**src/rtl/inst_split_pkg.sv**
```systemverilog
// Shared opcode constants, instruction-class encodings and extension helpers
// for the instruction split queue.
package inst_split_pkg;

    localparam logic [5:0] OP_SPECIAL = 6'h00;
    localparam logic [5:0] OP_J       = 6'h02;
    localparam logic [5:0] OP_JAL     = 6'h03;
    localparam logic [5:0] OP_ANDI    = 6'h0C;
    localparam logic [5:0] OP_ORI     = 6'h0D;
    localparam logic [5:0] OP_XORI    = 6'h0E;
    localparam logic [5:0] OP_LUI     = 6'h0F;

    typedef enum logic [1:0] {
        ICLASS_R    = 2'b00,
        ICLASS_I    = 2'b01,
        ICLASS_J    = 2'b10,
        ICLASS_RSVD = 2'b11
    } iclass_e;

    // Logical immediates zero-extend, LUI shifts into the upper half, the rest sign-extend.
    function automatic logic [31:0] extend_imm(input logic [5:0] op, input logic [15:0] imm);
        logic [31:0] ext;
        case (op)
            OP_ANDI, OP_ORI, OP_XORI: ext = {16'h0000, imm};
            OP_LUI:                   ext = {imm, 16'h0000};
            default:                  ext = {{16{imm[15]}}, imm};
        endcase
        return ext;
    endfunction

    function automatic iclass_e classify(input logic [5:0] op);
        iclass_e cls;
        case (op)
            OP_SPECIAL:  cls = ICLASS_R;
            OP_J, OP_JAL: cls = ICLASS_J;
            default:     cls = ICLASS_I;
        endcase
        return cls;
    endfunction

endpackage

```
**src/rtl/inst_field_decode.sv**
```systemverilog
// Combinational field split, immediate extension and format classification
// of one instruction word; all outputs are forced to zero when not valid.
module inst_field_decode
    import inst_split_pkg::*;
(
    input  logic        valid,
    input  logic [31:0] inst,
    output logic [5:0]  opcode,
    output logic [4:0]  rs,
    output logic [4:0]  rt,
    output logic [4:0]  rd,
    output logic [4:0]  shamt,
    output logic [5:0]  funct,
    output logic [15:0] imm16,
    output logic [25:0] target,
    output logic [31:0] imm_ext,
    output logic [1:0]  iclass
);

    always_comb begin
        // NOTE: every output gets a default first so no path through this block infers a latch.
        opcode  = '0;
        rs      = '0;
        rt      = '0;
        rd      = '0;
        shamt   = '0;
        funct   = '0;
        imm16   = '0;
        target  = '0;
        imm_ext = '0;
        iclass  = '0;
        if (valid) begin
            opcode  = inst[31:26];
            rs      = inst[25:21];
            rt      = inst[20:16];
            rd      = inst[15:11];
            shamt   = inst[10:6];
            funct   = inst[5:0];
            imm16   = inst[15:0];
            target  = inst[25:0];
            imm_ext = extend_imm(inst[31:26], inst[15:0]);
            iclass  = classify(inst[31:26]);
        end
    end

endmodule

```
**src/rtl/inst_split_queue.sv**
```systemverilog
// Circular instruction queue of DEPTH words whose head entry is presented
// already split into fields, extended immediate and instruction class.
module inst_split_queue
    import inst_split_pkg::*;
#(
    parameter int DEPTH = 4,
    parameter int CNT_W = $clog2(DEPTH + 1)
) (
    input  logic             clk,
    input  logic             rst_n,
    input  logic             flush,
    input  logic             in_valid,
    input  logic [31:0]      in_inst,
    output logic             in_ready,
    output logic             out_valid,
    input  logic             out_ready,
    output logic [5:0]       opcode,
    output logic [4:0]       rs,
    output logic [4:0]       rt,
    output logic [4:0]       rd,
    output logic [4:0]       shamt,
    output logic [5:0]       funct,
    output logic [15:0]      imm16,
    output logic [25:0]      target,
    output logic [31:0]      imm_ext,
    output logic [1:0]       iclass,
    output logic [CNT_W-1:0] count
);

    localparam int               PTR_W    = (DEPTH > 1) ? $clog2(DEPTH) : 1;
    localparam logic [PTR_W-1:0] LAST_PTR = PTR_W'(DEPTH - 1);
    localparam logic [CNT_W-1:0] FULL_CNT = CNT_W'(DEPTH);

    logic [31:0]      mem [DEPTH];
    logic [PTR_W-1:0] rd_ptr;
    logic [PTR_W-1:0] wr_ptr;
    logic [CNT_W-1:0] count_q;
    logic             push;
    logic             pop;
    logic [31:0]      head;

    // Explicit wrap so non-power-of-two depths never index past the last entry.
    function automatic logic [PTR_W-1:0] next_ptr(input logic [PTR_W-1:0] ptr);
        return (ptr == LAST_PTR) ? '0 : ptr + PTR_W'(1);
    endfunction

    assign in_ready  = (count_q < FULL_CNT);
    assign out_valid = (count_q != '0);
    assign push      = in_valid && in_ready;
    assign pop       = out_valid && out_ready;
    assign count     = count_q;

    always_ff @(posedge clk or negedge rst_n) begin
        // NOTE: sequential state uses non-blocking assignments so every register samples pre-edge values.
        if (!rst_n) begin
            rd_ptr  <= '0;
            wr_ptr  <= '0;
            count_q <= '0;
        end else if (flush) begin
            rd_ptr  <= '0;
            wr_ptr  <= '0;
            count_q <= '0;
        end else begin
            if (push) wr_ptr <= next_ptr(wr_ptr);
            if (pop)  rd_ptr <= next_ptr(rd_ptr);
            case ({push, pop})
                2'b10:   count_q <= count_q + CNT_W'(1);
                2'b01:   count_q <= count_q - CNT_W'(1);
                default: count_q <= count_q;
            endcase
        end
    end

    // NOTE: storage is deliberately not reset; out_valid masks stale contents at the decoder.
    always_ff @(posedge clk) begin
        if (push && !flush) mem[wr_ptr] <= in_inst;
    end

    assign head = mem[rd_ptr];

    inst_field_decode u_decode (
        .valid   (out_valid),
        .inst    (head),
        .opcode  (opcode),
        .rs      (rs),
        .rt      (rt),
        .rd      (rd),
        .shamt   (shamt),
        .funct   (funct),
        .imm16   (imm16),
        .target  (target),
        .imm_ext (imm_ext),
        .iclass  (iclass)
    );

endmodule
```
**config.mk**
```make
export PLATFORM = sky130hd
export DESIGN_NAME = inst_split_queue
export DESIGN_NICKNAME = d
export VERILOG_FILES = /design/src/rtl/inst_split_pkg.sv /design/src/rtl/inst_field_decode.sv /design/src/rtl/inst_split_queue.sv
export SDC_FILE = /design/constraint.sdc
export NUM_CORES = 1
export LEC_CHECK = 0
export CAP_MARGIN = 30
export CORE_MARGIN = 2
export CORE_UTILIZATION = 45
export CTS_CLUSTER_SIZE = 10
export DETAILED_ROUTE_END_ITERATION = 16
export GPL_TIMING_DRIVEN = 0
export PLACE_DENSITY = 0.74
export SETUP_SLACK_MARGIN = 0.05
export SYNTH_ARGS = -nofsm -noshare
export SYNTH_HDL_FRONTEND = slang
export SYNTH_HIERARCHICAL = 1
export SYNTH_SLANG_ARGS = --single-unit
```
**constraint.sdc**
```tcl
create_clock -name clk -period 4.9 [get_ports clk]
set_input_delay 0.49 -clock clk [delete_from_list [all_inputs] [get_ports clk]]
set_output_delay 0.49 -clock clk [all_outputs]
set_load 0.005 [all_outputs]
```
==> results.py, run 1 <==
metrics = {
    "job": {
        "maxCapViolCount": 0,
    },
    "clock_tree": {
        "cts_buffer_depth": 2,
        "cts_tree": "done",
        "ctsResizeCount": 0,
        "cts-root-buf": "clkbuf_16",
        "holdBufCountCts": 0,
        "clock-sinks": 135,
        "postCtsSetupBuffers": 0,
        "htreeDepth": 4,
        "path_clk_slew_ns": 0.06,
        "cts_buffers": 17,
        "insertion_delay_ns": 0.41,
    },
    "finish": {
        "antenna_cells": 0,
        "area_growth_pct": 37.0,
        "final_cells": 726,
        "post-route-util": 0.637,
        "ff_latch_area_mm2": 0.00402,
        "final_area_mm2": 0.00854,
        "drive_gt1_frac": 0.242,
        "final_nets": 579,
        "multi_input_area_mm2": 0.00168,
        "nFillCells": 947,
    },
    "sta": {
        "fin_crit_ns": 3.75,
        "finalHoldViolCount": 0,
        "rsz0062_at_grt": "no",
        "skew_ns": 0.00689,
        "finalCritPeriodShare": 0.765,
        "maxSlewHeadroom": 0.392,
        "fin_tns_setup_ns": 0,
        "worstMarginPinSlew_ns": 0.913,
        "worst_hold_slack_ns": 0.365,
        "setup_viol": 0,
        "slew_viol_final": 0,
        "layout_setup_ws_ns": 1.15,
        "fmax_mhz": 267,
    },
    "synth": {
        "yosys-top-cells-area": "edfxtp_1 (62%), mux4_2 (12%), buf_4 (5.2%)",
        "async_flop_share": 0.0519,
        "avgSynthCellArea_um2": 16.8,
        "yosysTopAreaCell": "edfxtp_1",
        "synth_edf_count": 128,
        "synthCells": 371,
        "ys.flop_type": "edfxtp_1",
        "yosysWarnings": 6,
        "syn_area_mm2": 0.00623,
        "yosys-top-cells-count": "edfxtp_1 (128), buf_4 (43), and2_1 (37)",
        "yosysTopAreaCellShare": 0.617,
        "synth.net_count": 413,
        "synth.distinct_cells": 32,
        "synth.most_common_cell": "edfxtp_1",
        "yosysSeqAreaShare": 0.645,
        "ys_ff_latch": 135,
    },
    "setup_path": {
        "max_stage_delay_ns": 0.57,
        "slowest_stage": "clkdlybuf4s50_1",
        "path_cells": "clkbuf_1 -> buf_2 -> mux4_2 -> buf_4 -> and2_1 -> clkbuf_2 -> a21boi_0 -> clkdlybuf4s50_1",
        "path_class": "reg -> out",
        "endpoint_kind": "primary output",
        "r2r_slack_ns": 2.67,
        "critPathLaunchType": "register",
        "worstPathArrival_ns": 3.26,
        "critical_path.max_fanout": 10,
        "cp_top_family": "buffers and inverters",
        "path_buf_inv": 5,
        "required_ns": 4.41,
    },
    "routing": {
        "via_per_inst": 5.22,
        "drt_pass1_iterations": 4,
        "first_iter_violations": 184,
        "wl_per_cell_um": 19.0,
        "vias": 3790,
        "finalWirelength_um": 13800,
        "drcViolationCount": 0,
        "postRouteAntennaNets": 0,
    },
    "die": {
        "start_util": 0.465,
        "core_mm2": 0.0134,
        "row_count": 42,
        "dieWidth_um": 122,
        "dieArea_mm2": 0.0148,
        "die_y_um": 122,
        "io_pins": 150,
    },
    "global_routing": {
        "grt_max_degree": 33,
        "antenna_found_initial": 0,
        "grt_pass1_wl_um": 20700,
        "overflow": 0,
        "grt_use_total": 0.191,
        "grt_pass1_vias": 3832,
    },
    "place": {
        "post-place-ws_ns": 1.61,
        "dpl.cell_count": 694,
        "hpwl_um": 9240,
        "postPlaceCellArea_mm2": 0.00793,
        "io_buffers": 147,
        "routabilityCongestion": 0.735,
    },
    "power_and_ir_drop": {
        "p_per_area_mw_per_mm2": 415,
        "irDropWorstVdd_v": 0.000274,
        "total_power_mw": 3.54,
        "power_leakage_nw": 2.93,
    },
    "outcome": {
        "status": "completed",
    },
    "worst_hold_path": {
        "hold_class": "in -> async",
    },
}
==> final cells by class <==
type / count / share of cell area
repair buffers: 147 / 0.172
well taps: 176 / 0.0258
flip-flops and latches: 135 / 0.471
multi-input cells: 164 / 0.197
clock inverters: 14 / 0.0212
inverters: 4 / 0.00176
plain buffers: 68 / 0.0610
clock buffers: 18 / 0.0503
==> report_power, final <==
part	switching, mW	internal (mW)	total [mW]
clock	0.455	0.845	1.30
sequential	0.0162	1.31	1.33
combinational	0.365	0.554	0.919
==> logic make-up after synthesis <==
family / Yosys count / synth area share
AND/OR/NAND/NOR: 78 / 0.0761
adder cells (fa/ha/maj): 5 / 0.0112
buffers and inverters: 72 / 0.0859
flip-flops: 135 / 0.645
AO/OA/AOI/OAI: 26 / 0.0289
XOR/XNOR: 5 / 0.00823
multiplexers: 50 / 0.145
==> placed cells by master (no fill, tap or decap), types with 2 or more instances in the layout <==
master and n:
clkbuf_16 17, nor4_1 2, clkbuf_2 2, and2_2 4
a21boi_0 16, nand4_1 15, clkinv_2 2, and2_1 33
buf_12 2, nand2_1 5, buf_6 8, clkinv_1 3
dfrtp_1 7, xor2_1 3, mux4_2 32, clkinvlp_4 3
nand3_1 2, bufinv_16 4, mux2i_1 18, edfxtp_1 128
inv_1 4, clkbuf_1 7, nor2_1 7, ha_1 4
nand2_2 2, buf_2 7, nand2b_1 4, clkdlybuf4s50_1 147
o21ai_0 3, a21oi_1 6, buf_4 43
==> path summary, 6_finish.rpt <==
path / cells past startpoint / end / from
setup / recovery: 8 / imm_ext[7] / rd_ptr[1]
hold / removal: 1 / count[0] / rst_n
setup reg to reg: 9 / count[2] / count[0]
hold reg to reg: 2 / wr_ptr[1] / wr_ptr[1]
max in group asynchronous: 1 / rd_ptr[1] / rst_n
min in group clk: 2 / rd_ptr[0] / flush
==> registers in the layout, indices dropped and copies added (netlist names) <==
signal / flops
wr_ptr: 2
rd_ptr: 2
mem: 128
count: 3
==> per-layer routing <==
layer  GRT usage  vias to the layer above  wire length [um]
met3      0.0604                       22              1050
met4      0.0826                        0               352
met1       0.210                     1888              5200
met5           0                        -                 0
met2       0.341                      169              7190
li1            -                     1711                 -
Note: power is estimated with default switching activity, not from simulation.
==> inputs of run 2 (changes only) <==
Clock period 4.9 ns to 3.6 ns, I/O delays scaled along.
==> results.py, run 2 (same netlist as run 1, synthesis figures left out) <==
metrics = {
    "clock_tree": {
        "holdBufCountCts": 0,
        "insertion_delay_ns": 0.41,
        "cts_buffer_depth": 2,
        "clock-sinks": 135,
        "cts_buffers": 17,
        "cts_tree": "done",
        "htreeDepth": 4,
        "path_clk_slew_ns": 0.06,
        "cts-root-buf": "clkbuf_16",
        "postCtsSetupBuffers": 0,
        "ctsResizeCount": 1,
    },
    "sta": {
        "finalCritPeriodShare": 0.947,
        "fin_tns_setup_ns": 0,
        "slew_viol_final": 0,
        "setup_viol": 0,
        "fin_crit_ns": 3.41,
        "skew_ns": 0.00635,
        "rsz0062_at_grt": "no",
        "finalHoldViolCount": 0,
        "worstMarginPinSlew_ns": 0.911,
        "fmax_mhz": 293,
        "maxSlewHeadroom": 0.392,
    },
    "finish": {
        "layout_commonest_cell": "clkdlybuf4s50_1",
        "drive_gt1_frac": 0.246,
        "antenna_cells": 0,
        "largest_reg_flops": 128,
        "final_cells": 725,
        "final_nets": 578,
        "area_growth_pct": 37.1,
        "nFillCells": 943,
        "most-common-layout-cells": "clkdlybuf4s50_1 (147), edfxtp_1 (128), buf_4 (44)",
        "top_register": "mem",
    },
    "power_and_ir_drop": {
        "irDropWorstVdd_v": 0.000374,
        "power_leakage_nw": 2.94,
        "p_per_area_mw_per_mm2": 565,
    },
    "routing": {
        "postRouteAntennaNets": 0,
        "drcViolationCount": 0,
        "finalWirelength_um": 13700,
        "first_iter_violations": 198,
        "vias": 3781,
        "via_per_inst": 5.22,
        "drt_pass1_iterations": 4,
        "wl_per_cell_um": 18.9,
    },
    "die": {
        "start_util": 0.465,
        "io_pins": 150,
        "dieArea_mm2": 0.0148,
        "dieWidth_um": 122,
        "core_mm2": 0.0134,
        "row_count": 42,
        "die_y_um": 122,
    },
    "place": {
        "dpl.cell_count": 694,
        "routabilityCongestion": 0.735,
        "hpwl_um": 9240,
        "io_buffers": 147,
    },
    "global_routing": {
        "grt_pass1_wl_um": 20700,
        "overflow": 0,
        "gr-usage-met3": 0.0604,
        "grt_max_degree": 33,
        "grt_pass1_vias": 3830,
        "use_met2": 0.341,
        "grt_use_total": 0.191,
        "top_usage_layer": "met2",
        "antenna_found_initial": 0,
        "grtUsageMet1": 0.210,
    },
    "setup_path": {
        "worstPathArrival_ns": 3.05,
        "required_ns": 3.24,
        "path_class": "reg -> out",
        "endpoint_kind": "primary output",
        "r2r-start": "count[0]",
        "r2r_slack_ns": 1.36,
        "critPathLaunchType": "register",
        "reg2regPathDepth": 9,
        "reg2reg_to": "count[2]",
        "critical_path.max_fanout": 10,
    },
    "outcome": {
        "status": "completed",
    },
    "job": {
        "maxCapViolCount": 0,
    },
    "worst_hold_path": {
        "hold_class": "in -> async",
    },
}
==> run 2: cell types whose count changed in the layout (fill, tap and decap cells not counted), sizes merged <==
cell / previous run / this run
clkbuf: 26 / 25
==> run 2: where the power goes <==
group	leakage (nW)	internal [mW]	total, mW	switching, mW
sequential	1.26	1.78	1.80	0.0232
clock	0.289	1.15	1.77	0.618
combinational	1.39	0.756	1.25	0.496
==> run 2: critical path, stage by stage (launching register included) <==
cell and delay [ns]:
dfrtp_1 0.34, buf_6 0.16, buf_12 0.16, mux4_2 0.53
and4bb_1 0.34, buf_6 0.16, buf_12 0.15, mux2i_2 0.26
clkdlybuf4s50_1 0.54
==> run 2: per-stage QoR <==
step	power [mW]	instance area, um^2	hold WS, ns	setup WS, ns	utilization
final	4.83	8540	0.234	0.192	0.638
after global routing	5.01	8540	0.251	0.0584	0.638
after CTS	4.86	8540	0.231	0.0748	0.637
after detailed placement	3.10	7930	0.574	0.438	0.592
after global placement	3.07	7920	0.558	0.460	0.591
after floorplan	2.44	6230	0.0644	1.38	-
==> run 2: routing by layer <==
metal  up-vias  routed length [um]
met2       146                7230
met5         -                   0
met3        19                1020
met1      1905                5190
li1       1711                   -
met4         0                 284
==> run 2: layout make-up <==
cell class	count	area (um^2)	share of cell area
well taps	176	220	0.0258
clock inverters	14	181	0.0212
multi-input cells	164	1690	0.198
clock buffers	18	429	0.0502
inverters	4	15.0	0.00176
flip-flops and latches	135	4020	0.470
plain buffers	67	519	0.0608
repair buffers	147	1470	0.172
==> run 2: worst max-delay path by stage <==
| stage | from | to | slack [ns] | cells past startpoint |
|---|---|---|---|---|
| 2_1_floorplan | rd_ptr[0] | imm_ext[18] | 1.38 | 7 |
| 3_3_place_gp | rd_ptr[1] | imm_ext[7] | 0.46 | 8 |
| 3_5_place_dp | rd_ptr[1] | imm_ext[7] | 0.44 | 8 |
| 4_1_cts | rd_ptr[1] | imm_ext[7] | 0.07 | 8 |
| 5_1_grt | rd_ptr[0] | imm_ext[28] | 0.06 | 8 |
| 6_report | rd_ptr[0] | imm_ext[18] | 0.19 | 8 |
==> inputs of run 3 (changes only) <==
Settings changed: CORE_UTILIZATION 45 to 50, PLACE_DENSITY 0.74 to 0.8.
==> results.py, run 3 (same netlist as run 1, synthesis figures left out) <==
metrics = {
    "routing": {
        "drcViolationCount": 0,
        "wl_per_cell_um": 19.0,
        "first_iter_violations": 225,
        "vias": 3728,
        "finalWirelength_um": 13600,
        "via_per_inst": 5.20,
        "drt_pass1_iterations": 4,
        "postRouteAntennaNets": 0,
    },
    "clock_tree": {
        "ctsResizeCount": 1,
        "htreeDepth": 4,
        "postCtsSetupBuffers": 0,
        "holdBufCountCts": 0,
        "path_clk_slew_ns": 0.06,
        "cts_buffers": 17,
        "clock-sinks": 135,
        "cts_tree": "done",
        "cts_buffer_depth": 2,
        "insertion_delay_ns": 0.41,
        "cts-root-buf": "clkbuf_16",
    },
    "sta": {
        "finalHoldViolCount": 0,
        "slew_viol_final": 0,
        "skew_ns": 0.00702,
        "fin_tns_setup_ns": 0,
        "maxSlewHeadroom": 0.398,
        "finalCritPeriodShare": 0.938,
        "fmax_mhz": 296,
        "setup_viol": 0,
        "worstMarginPinSlew_ns": 0.902,
        "rsz0062_at_grt": "no",
        "fin_crit_ns": 3.38,
    },
    "global_routing": {
        "grt_pass1_vias": 3793,
        "overflow": 0,
        "grt_pass1_wl_um": 20500,
        "grt_max_degree": 33,
        "antenna_found_initial": 0,
        "grt_use_total": 0.211,
    },
    "finish": {
        "multi_input_area_mm2": 0.00168,
        "most-common-layout-cells": "clkdlybuf4s50_1 (147), edfxtp_1 (128), buf_4 (44)",
        "nFillCells": 820,
        "area_growth_pct": 35.9,
        "largest_reg_flops": 128,
        "ff_latch_area_mm2": 0.00402,
        "drive_gt1_frac": 0.248,
        "final_nets": 578,
        "layout_commonest_cell": "clkdlybuf4s50_1",
        "antenna_cells": 0,
        "final_area_mm2": 0.00847,
        "top_register": "mem",
    },
    "place": {
        "io_buffers": 147,
        "routabilityCongestion": 0.742,
        "postPlaceCellArea_mm2": 0.00792,
        "hpwl_um": 9230,
    },
    "die": {
        "row_count": 40,
        "dieArea_mm2": 0.0134,
        "start_util": 0.514,
        "die_y_um": 116,
        "dieWidth_um": 116,
        "core_mm2": 0.0121,
        "io_pins": 150,
    },
    "outcome": {
        "status": "completed",
    },
    "power_and_ir_drop": {
        "comb_power_share": 0.269,
        "power_leakage_nw": 2.91,
        "power.share.clock": 0.342,
        "p_int_mw": 3.49,
        "power_frac_seq": 0.389,
        "p_per_area_mw_per_mm2": 547,
        "p_sw_mw": 1.15,
        "irDropWorstVdd_v": 0.000354,
        "p_sw_frac": 0.248,
    },
    "job": {
        "maxCapViolCount": 0,
    },
    "setup_path": {
        "r2r_slack_ns": 1.42,
        "r2r-start": "count[0]",
        "critPathLaunchType": "register",
        "worstPathArrival_ns": 3.02,
        "reg2regPathDepth": 9,
        "required_ns": 3.24,
        "reg2reg_to": "count[2]",
        "path_class": "reg -> out",
        "endpoint_kind": "primary output",
        "critical_path.max_fanout": 10,
    },
    "worst_hold_path": {
        "hold_class": "in -> async",
    },
}
## run 3: cell types whose count changed in the layout (fill, tap and decap cells not counted), sizes merged
| cell | before | now |
|---|---|---|
| clkinv | 6 | 7 |
| inv | 5 | 7 |
| bufinv | 4 | 1 |
## run 3: how the worst max path moves through the flow
| stage | from | endpoint | slack, ns |
|---|---|---|---|
| finish | rd_ptr[0] | imm_ext[27] | 0.22 |
| detailed placement | rd_ptr[1] | imm_ext[14] | 0.48 |
| global route | rd_ptr[0] | imm_ext[7] | 0.06 |
| CTS | rd_ptr[1] | imm_ext[14] | 0.13 |
| floorplan | rd_ptr[0] | imm_ext[18] | 1.38 |
| global placement | in_valid | mem[1][17] | 0.52 |
## run 3: area by class of cell
type                            count  share of cell area
Multi-Input combinational cell    164               0.199
Inverter                            4             0.00177
Timing Repair Buffer              147               0.174
Buffer                             67              0.0613
Sequential cell                   135               0.474
Clock inverter                     14              0.0148
Tap cell                          168              0.0248
Clock buffer                       18              0.0507
## run 3: power groups by stage
stage / logic, mW / clock network (mW) / registers (mW)
final: 1.25 / 1.59 / 1.80
after global routing: 1.34 / 1.68 / 1.81
after CTS: 1.26 / 1.61 / 1.80
after detailed placement: 1.25 / 0 / 1.84
after global placement: 1.23 / 0 / 1.83
after floorplan: 0.608 / 0 / 1.83
## run 3: layer usage
layer,routed length (um),up-vias,GRT usage
li1,-,1714,-
met1,5300,1832,0.252
met2,7130,169,0.377
met3,995,13,0.0481
met4,164,0,0.0786
met5,0,-,0
## run 3: worst max-delay path: stages, from the launching register on
cell	delay, ns
dfrtp_1	0.34
buf_6	0.16
buf_12	0.16
mux4_2	0.54
and4bb_1	0.31
buf_6	0.14
buf_12	0.14
mux2i_1	0.26
clkdlybuf4s50_1	0.56
## run 3: stage by stage
stage               cells  total power [mW]   util  hold WS [ns]  setup WS [ns]
finish                717              4.64  0.699         0.227          0.223
global route          717              4.83  0.699         0.226         0.0575
CTS                   718              4.68  0.700         0.223          0.130
detailed placement    686              3.09  0.654         0.568          0.478
global placement      686              3.06  0.653         0.555          0.520
floorplan             371              2.44      -        0.0644           1.38
